<file path="config.mk">
export PLATFORM = sky130hd
export DESIGN_NAME = regfile_sb
export DESIGN_NICKNAME = d
export VERILOG_FILES = /design/src/rtl/regfile_sb.sv
export SDC_FILE = /design/constraint.sdc
export NUM_CORES = 2
export LEC_CHECK = 0
export ABC_CLOCK_PERIOD_IN_PS = 3890
export BUFFER_PORTS_ARGS = -buffer_cell sky130_fd_sc_hd__clkbuf_2
export CAP_MARGIN = 30
export CORE_MARGIN = 3
export CORE_UTILIZATION = 46
export DETAILED_ROUTE_END_ITERATION = 16
export PLACE_DENSITY_LB_ADDON = 0.2
export SLEW_MARGIN = 20
export SYNTH_ARGS = -nofsm -noshare
export SYNTH_HDL_FRONTEND = slang
export SYNTH_SLANG_ARGS = --single-unit
</file>
<file path="constraint.sdc">
create_clock -name clock -period 3.89 [get_ports clock]
set_input_delay 0.5835 -clock clock [delete_from_list [all_inputs] [get_ports clock]]
set_output_delay 0.5835 -clock clock [all_outputs]
set_load 0.01 [all_outputs]
</file>
<file path="src/rtl/regfile_sb.sv">
// ---------------------------------------------------------------------------
// regfile_sb -- general register file with a RAW-hazard scoreboard.
//
// Two combinational read ports, one write port, and a per-register "pending"
// bit that decode sets at issue and writeback clears at write.
// PendCount is a registered count of the pending bits.
//
// Parameters
//   DATA_WIDTH  bits per register
//   ADDR_WIDTH  register index width, depth = 2**ADDR_WIDTH
//   ZERO_REG    1: register 0 reads 0, ignores writes, is never pending
//   BYPASS      1: this cycle's write data is forwarded to matching reads
//
// Ports
//   clock, resetn          rising-edge clock, asynchronous active-low reset
//   Readreg1/2             read addresses
//   Readdata1/2            read data (combinational)
//   RegWrite               write enable
//   Writereg, Writedata    write address and data
//   Issue, Issuereg        mark Issuereg as having an outstanding writer
//   Busy1/2                read address has an outstanding writer that is
//                          not satisfied by forwarding this cycle
//   PendCount              number of registers currently pending
//
// Handshake: there is no flow control. Every command is accepted on the
// rising edge where its enable (RegWrite / Issue) is high. Reads and Busy
// flags are pure functions of the current state and inputs.
// ---------------------------------------------------------------------------
module regfile_sb #(
  parameter int DATA_WIDTH = 32,
  parameter int ADDR_WIDTH = 5,
  parameter int ZERO_REG   = 1,
  parameter int BYPASS     = 1
) (
  input  logic                  clock,
  input  logic                  resetn,
  input  logic [ADDR_WIDTH-1:0] Readreg1,
  input  logic [ADDR_WIDTH-1:0] Readreg2,
  output logic [DATA_WIDTH-1:0] Readdata1,
  output logic [DATA_WIDTH-1:0] Readdata2,
  input  logic                  RegWrite,
  input  logic [ADDR_WIDTH-1:0] Writereg,
  input  logic [DATA_WIDTH-1:0] Writedata,
  input  logic                  Issue,
  input  logic [ADDR_WIDTH-1:0] Issuereg,
  output logic                  Busy1,
  output logic                  Busy2,
  output logic [ADDR_WIDTH:0]   PendCount
);

  localparam int DEPTH = 1 << ADDR_WIDTH;

  localparam logic ZERO_EN   = (ZERO_REG != 0);
  localparam logic BYPASS_EN = (BYPASS != 0);

  logic [DATA_WIDTH-1:0] gr [DEPTH];
  logic [DEPTH-1:0]      pend;
  logic [DEPTH-1:0]      pend_next;
  logic [ADDR_WIDTH:0]   pend_count;
  logic [ADDR_WIDTH:0]   pend_count_next;

  // Index 0 is a sink when ZERO_REG is set: writes and issues to it vanish.
  logic write_zero;
  logic issue_zero;
  logic wr_en;
  logic issue_en;

  assign write_zero = ZERO_EN && (Writereg == '0);
  assign issue_zero = ZERO_EN && (Issuereg == '0);
  assign wr_en      = RegWrite && !write_zero;
  assign issue_en   = Issue && !issue_zero;

  // -------------------------------------------------------------------------
  // Register array
  // -------------------------------------------------------------------------
  always_ff @(posedge clock or negedge resetn) begin
    if (!resetn) begin
      for (int i = 0; i < DEPTH; i++) begin
        gr[i] <= '0;
      end
    end else if (wr_en) begin
      gr[Writereg] <= Writedata;
    end
  end

  // -------------------------------------------------------------------------
  // Scoreboard
  // -------------------------------------------------------------------------
  // Clear first, then set: when issue and write hit the same register on the
  // same edge the new producer wins and the register stays pending.
  always_comb begin
    pend_next = pend;
    if (RegWrite) begin
      pend_next[Writereg] = 1'b0;
    end
    if (issue_en) begin
      pend_next[Issuereg] = 1'b1;
    end
  end

  // The counter tracks transitions of pend rather than recounting it:
  // +1 only when a clear bit becomes set, -1 only when a set bit becomes
  // clear and is not re-set on the same edge.
  logic set_new;
  logic clr_old;

  assign set_new = issue_en && !pend[Issuereg];
  assign clr_old = RegWrite && pend[Writereg] &&
                   !(issue_en && (Issuereg == Writereg));

  always_comb begin
    pend_count_next = pend_count;
    if (set_new && !clr_old) begin
      pend_count_next = pend_count + 1'b1;
    end else if (clr_old && !set_new) begin
      pend_count_next = pend_count - 1'b1;
    end
  end

  always_ff @(posedge clock or negedge resetn) begin
    if (!resetn) begin
      pend       <= '0;
      pend_count <= '0;
    end else begin
      pend       <= pend_next;
      pend_count <= pend_count_next;
    end
  end

  assign PendCount = pend_count;

  // -------------------------------------------------------------------------
  // Read ports
  // -------------------------------------------------------------------------
  logic fwd1;
  logic fwd2;
  logic zero1;
  logic zero2;

  assign fwd1  = BYPASS_EN && RegWrite && (Writereg == Readreg1);
  assign fwd2  = BYPASS_EN && RegWrite && (Writereg == Readreg2);
  assign zero1 = ZERO_EN && (Readreg1 == '0);
  assign zero2 = ZERO_EN && (Readreg2 == '0);

  // Reset masks the outputs so the forwarding path cannot leak write data
  // while the array is being held clear.
  always_comb begin
    Readdata1 = gr[Readreg1];
    if (fwd1) begin
      Readdata1 = Writedata;
    end
    if (zero1 || !resetn) begin
      Readdata1 = '0;
    end
  end

  always_comb begin
    Readdata2 = gr[Readreg2];
    if (fwd2) begin
      Readdata2 = Writedata;
    end
    if (zero2 || !resetn) begin
      Readdata2 = '0;
    end
  end

  // Forwarded data satisfies the hazard, so a matching write hides Busy.
  assign Busy1 = resetn && pend[Readreg1] && !fwd1 && !zero1;
  assign Busy2 = resetn && pend[Readreg2] && !fwd2 && !zero2;

endmodule

</file>
# Word level (Yosys, flattened, before mapping)

Cells that the tools add are included.

Register bits after elaboration: 1062
Latch bits: 0
Memory bits (writable): 0
ROM bits: 0
Output and inout bits: 72
Memories kept: 0

$add $sub $neg: 2
Multiply operators: 0
Divide/modulo/power cells: 0
Magnitude comparators: 10
Eq/ne operators: 3
Shift operators: 0
Mux-type cells: 29
Bitwise operators: 6
Reduce and logical (&&, ||, !) cells: 37

Operators by type and width:

| operator              | count |
|---|---|
| $bwmux W1024          | 1 |
| $mux W32              | 11 |
| $bmux W32 S5          | 2 |
| $demux W32 S5         | 1 |
| $and A32 B32 Y32      | 1 |
| $not A32 Y32          | 1 |
| $or A32 B32 Y32       | 1 |
| $lt A5 B6 Y1 const B  | 4 |
| $bmux W1 S5           | 4 |
| $logic_not A5 Y1      | 4 |
| $logic_and A1 B1 Y1   | 19 |
| $ge A6 B6 Y1 const B  | 3 |
| $not A5 Y6            | 3 |
| $eq A5 B5 Y1          | 3 |
| $mux W6               | 2 |
| $logic_not A1 Y1      | 11 |
| $demux W1 S5          | 2 |
| $ge A5 B1 Y1 const B  | 2 |
| $add A6 B1 Y6 const B | 1 |
| $lt A6 B1 Y1 const B  | 1 |
| $mux W1               | 6 |
| $sub A6 B1 Y6 const B | 1 |
| $logic_or A1 B1 Y1    | 2 |
| $reduce_bool A2 Y1    | 1 |

# Logic depth before layout (Yosys ltp)

Depth after elaboration: 9
Gate-level depth with buffers: 15
Gate-level depth less buffers: 13

# Least setup slack after synthesis

OpenSTA, ideal clock, no wires.

Path type: input to register
From: input Issuereg[0]
To: register pend_count[5], in the netlist PendCount[5]
Library setup time: 143 ps
Arrival time: 3743 ps
Data required time: 3747 ps
Path slack: 4 ps
Stages on the path: 12
Buffers on the path: 1
Cell sequence: clkbuf_1 -> mux4_2 -> mux4_2 -> a211oi_1 -> ha_1 -> inv_1 -> ha_1 -> a21o_1 -> a21o_1 -> a211o_1 -> o311ai_0 -> xor2_1

Longest elaborated chain between the ends: 9

RTL lines:

| what                                                                | RTL line | RTL |
|---|---|---|
| start: declaration                                                  | 45       | `input logic [ADDR_WIDTH-1:0] Issuereg,` |
| parallel branches: the longest is 9 deep, another holds $bmux W1 S5 | --       |  |
| end signal: assignment                                              | 126      | `pend_count <= pend_count_next;` |
| end: declaration                                                    | 59       | `logic [ADDR_WIDTH:0] pend_count;` |

Parallel ways; which one is timed is not known. The select of a mux whose other input is x is not followed.
A chain may end at the register's enable or synchronous reset.

# Worst setup path after layout

From: register pend[0]
To: register pend_count[5], in the netlist PendCount[5]

Longest elaborated chain between the ends: 7

RTL lines:

| what                                                    | RTL line | RTL |
|---|---|---|
| start: declaration                                      | 57       | `logic [DEPTH-1:0] pend;` |
| start signal: assignment                                | 125      | `pend <= pend_next;` |
| $bmux W1 S5 (on tied branches)                          | 108, 107 |  |
| $mux W1 (on tied branches)                              | 108, 107 |  |
| $logic_and A1 B1 Y1 or $logic_not A1 Y1 (tied branches) | 108, 107 |  |
| $logic_and A1 B1 Y1 (on tied branches)                  | 108, 107 |  |
| $logic_not A1 Y1 (on tied branches)                     | 113, 115 |  |
| $logic_and A1 B1 Y1 (on tied branches)                  | 113, 115 |  |
| $mux W6 or $reduce_bool A2 Y1 (tied branches)           | --       |  |

Parallel ways exist; a longest one is shown, timed or not. The select of a mux whose other input is x is not followed.

==> impl_metrics.prom <==
# TYPE chip_impl_metric gauge
chip_impl_metric{name="p_per_area",unit="mW/mm^2"} 511
chip_impl_metric{name="floorplan.initialDensity",unit="%"} 46.6
chip_impl_metric{name="drive_gt1_share",unit="%"} 48.7
chip_impl_metric{name="placedCellCount",unit=""} 5438
chip_impl_metric{name="detail_route.wirelength",unit="mm"} 172
chip_impl_metric{name="diodes",unit=""} 0
chip_impl_metric{name="floorplan.io_pins",unit=""} 128
chip_impl_metric{name="post-route-min-period",unit="ns"} 3.66
chip_impl_metric{name="worst_path_clk_slew",unit="ns"} 0.06
chip_impl_info{name="clock-root-buffer",value="clkbuf_16"} 1
chip_impl_metric{name="postCtsSetupRepairBufs",unit=""} 0
chip_impl_metric{name="final_hold_viol_count",unit=""} 0
chip_impl_metric{name="detail_route.wl_per_cell",unit="um"} 30.4
chip_impl_metric{name="synth.net_count",unit=""} 3982
chip_impl_metric{name="cts.sinks",unit=""} 1062
chip_impl_metric{name="grt_pass1_vias",unit=""} 38500
chip_impl_metric{name="worst-slew-pin-transition",unit="ns"} 1.01
chip_impl_info{name="synth.largest_area_cell",value="dfrtp_1"} 1
chip_impl_metric{name="worst-r2r-cell-count",unit=""} 13
chip_impl_info{name="cts_tree",value="built"} 1
chip_impl_info{name="timing.hold.worst.class",value="input port to asynchronous set/reset pin"} 1
chip_impl_metric{name="clock_latency",unit="ns"} 0.72
chip_impl_metric{name="critPathRequiredTime",unit="ns"} 4.53
chip_impl_metric{name="finalCritPeriodShare",unit="%"} 94.2
chip_impl_info{name="postSynth.topFlopCell",value="dfrtp_1"} 1
chip_impl_metric{name="post_synth.cell_area_avg",unit="um^2"} 14.8
chip_impl_metric{name="cts_buffers",unit=""} 119
chip_impl_metric{name="coreArea",unit="mm^2"} 0.124
chip_impl_metric{name="final_nets",unit=""} 3987
chip_impl_metric{name="timing.clock.skew",unit="ns"} 0.00914
chip_impl_metric{name="seq_area_frac_synth",unit="%"} 45.9
chip_impl_metric{name="path_max_fanout",unit=""} 5
chip_impl_metric{name="fp.dieW",unit="um"} 361
chip_impl_metric{name="asyncSetResetFlopFracSynth",unit="%"} 100
chip_impl_metric{name="slew_viol_final",unit=""} 0
chip_impl_metric{name="synth-edff-count",unit=""} 0
chip_impl_metric{name="synth.distinct_cells",unit=""} 56
chip_impl_metric{name="grt_pass1_wl",unit="mm"} 259
chip_impl_metric{name="max-slew-margin-rel",unit="%"} 32.9
chip_impl_metric{name="h-tree-depth",unit=""} 3
chip_impl_metric{name="antenna_found_initial",unit=""} 2
chip_impl_info{name="run_status",value="completed"} 1
chip_impl_info{name="regToRegStartpoint",value="pend[0]$_DFF_PN0_"} 1
chip_impl_metric{name="remaining_drc_errors",unit=""} 0
chip_impl_metric{name="fmax",unit="MHz"} 273
chip_impl_metric{name="vias",unit=""} 36900
chip_impl_metric{name="rrSetupSlack",unit="ns"} 0.23
chip_impl_metric{name="die_h",unit="um"} 361
chip_impl_metric{name="place.detailed.hpwl",unit="mm"} 99.3
chip_impl_info{name="post_synth_most_frequent_cells",value="1062 x dfrtp_1, 910 x mux2_2, 477 x mux4_2, 266 x mux2i_1, 246 x clkbuf_1"} 1
chip_impl_metric{name="place.gp.congestion",unit=""} 0.856
chip_impl_metric{name="yosys.area.top_type_share",unit="%"} 45.9
chip_impl_metric{name="gr-usage-all-layers",unit="%"} 26.5
chip_impl_metric{name="arrival_time_reported_for_the_critical_path_endpoint",unit="ns"} 4.31
chip_impl_info{name="critPathCaptureType",value="flip-flop"} 1
chip_impl_metric{name="num_rows",unit=""} 129
chip_impl_info{name="startpoint_type",value="flip-flop"} 1
chip_impl_metric{name="final_core_utilization",unit="%"} 52.7
chip_impl_info{name="synth_area_leaders",value="dfrtp_1 46%, mux4_2 19%, mux2_2 18%, mux2i_1 4.6%, a221oi_1 1.9%"} 1
chip_impl_metric{name="layoutNonFillerInstCount",unit=""} 5657
chip_impl_metric{name="timing.final.setup_violations",unit=""} 0
chip_impl_metric{name="static-leakage-power",unit="nW"} 28.8
chip_impl_metric{name="fin_ws",unit="ns"} 0.226
chip_impl_metric{name="drt.antenna.violating_nets",unit=""} 0
chip_impl_metric{name="dp_slack",unit="ns"} -0.278
chip_impl_metric{name="max-cap-violations",unit=""} 0
chip_impl_metric{name="synthToLayoutAreaGrowth",unit="%"} 13.1
chip_impl_metric{name="number_of_buffer_cells_added_on_primary_ports",unit=""} 127
chip_impl_metric{name="number_of_drc_markers_after_the_initial_detailed_route_iteration",unit=""} 2888
chip_impl_info{name="grt_setup_unrepaired",value="no"} 1
chip_impl_metric{name="die-area",unit="mm^2"} 0.130
chip_impl_info{name="worst-setup-path-type",value="flip-flop to flip-flop"} 1
chip_impl_metric{name="first_pass_iters",unit=""} 5
chip_impl_metric{name="mappedNetlistArea",unit="mm^2"} 0.0579
chip_impl_metric{name="detail_route.vias_per_cell",unit=""} 6.53
chip_impl_metric{name="max-vdd-ir-drop",unit="mV"} 0.299
chip_impl_metric{name="yosysWarnings",unit=""} 0
chip_impl_metric{name="ys_ff_latch",unit=""} 1062
chip_impl_metric{name="pin_count_of_the_biggest_net_entering_global_routing",unit=""} 170
chip_impl_info{name="most_frequent_cell_after_synthesis",value="dfrtp_1"} 1
chip_impl_metric{name="postSynthCellCount",unit=""} 3920
chip_impl_metric{name="cts_buffer_depth",unit=""} 3
chip_impl_metric{name="global_route.overflow_total",unit=""} 0
chip_impl_info{name="critical_path.reg2reg.endpoint",value="PendCount[5]$_DFFE_PN0P_"} 1
[registers in the layout, indices dropped and copies added (netlist names)]
| register | flops |
|---|---|
| gr | 1024 |
| pend | 32 |
| PendCount | 6 |
[layer usage]
layer	up-vias	track usage, %	part of all wire, %
li1	15300	-	-
met1	20100	36.2	43
met2	1165	43.5	48
met3	368	3.54	5.2
met4	0	10.1	3.9
met5	-	0	0
[worst max-delay path, stage by stage, from the launching register on]
cell and delay [ns]:
dfrtp_1 0.44, mux4_2 0.48, a22oi_1 0.23, nand3_1 0.10, or4_1 0.52, o311ai_0 0.20
ha_1 0.28, inv_1 0.11, ha_1 0.28, a21o_1 0.17, a21o_1 0.20, a211o_1 0.30
o311ai_1 0.11, xor2_1 0.17
[through the flow]
stage / setup TNS (ns) / hold slack, ns / power (mW) / cell area [um^2]
2_1_floorplan: 0 / 0.288 / 19.7 / 57900
3_3_place_gp: -0.340 / 0.376 / 21.6 / 61300
3_5_place_dp: -0.469 / 0.383 / 21.8 / 61300
4_1_cts: 0 / 0.253 / 33.7 / 65400
5_1_grt: 0 / 0.317 / 35.0 / 65500
6_report: 0 / 0.301 / 33.5 / 65500
[power breakdown]
group | internal [mW] | switching, mW
sequential | 13.2 | 1.52
combinational | 4.20 | 2.75
clock | 7.07 | 4.75
total | 24.5 | 9.01
[worst max path at each step]
stage,start,endpoint,slack [ns]
floorplan,Issuereg[0],PendCount[5]$_DFFE_PN0P_,0.004
global placement,Writereg[0],PendCount[5]$_DFFE_PN0P_,-0.22
detailed placement,Writereg[0],PendCount[5]$_DFFE_PN0P_,-0.28
CTS,pend[0]$_DFF_PN0_,PendCount[5]$_DFFE_PN0P_,0.19
global route,pend[0]$_DFF_PN0_,PendCount[5]$_DFFE_PN0P_,0.05
finish,pend[0]$_DFF_PN0_,PendCount[5]$_DFFE_PN0P_,0.23
[layout make-up]
cell class | instances | area (um^2)
well taps | 1637 | 2050
repair buffers | 327 | 3170
multi-input cells | 2407 | 29600
clock inverters | 49 | 657
fillers | 10400 | 58800
inverters | 8 | 32.5
flip-flops and latches | 1062 | 26600
clock buffers | 167 | 3450
[kinds of logic (layout without fill, tap and decap cells)]
family	after synthesis	count (layout)	synth area share (%)
AOI/OAI and AO/OA	466	466	5.92
xor gates and xnor gates	20	20	0.303
adders and majority gates	6	6	0.143
buffers and inverters	451	551	3.56
DFF	1062	1062	45.9
muxes	1737	1737	42.5
and+or+nand+nor	178	178	1.68
[cells in the final DEF (no fill, tap or decap), drive strengths merged, types with 5 or more instances in the layout]
cell type	n
dfrtp	1062
mux2	994
mux4	477
clkbuf	286
mux2i	266
buf	207
a221oi	127
o21ai	71
nor2b	67
a21oi	66
a22oi	65
a211o	63
nand2	32
o21bai	30
nor2	27
clkinv	25
a22o	14
bufinv	14
xnor2	12
nand3	11
inv	10
xor2	8
clkinvlp	8
nand3b	7
nor3b	6
o221ai	6
nor3	6
ha	5
o311ai	5
[repair_timing]
action | in CTS | in global routing
hold buffers | 1 | 0
gates resized for setup | 0 | 1
endpoints found under the hold margin | 19 | 0
endpoints found under the setup margin | 0 | 1
Note: power is estimated with default switching activity, not from simulation.
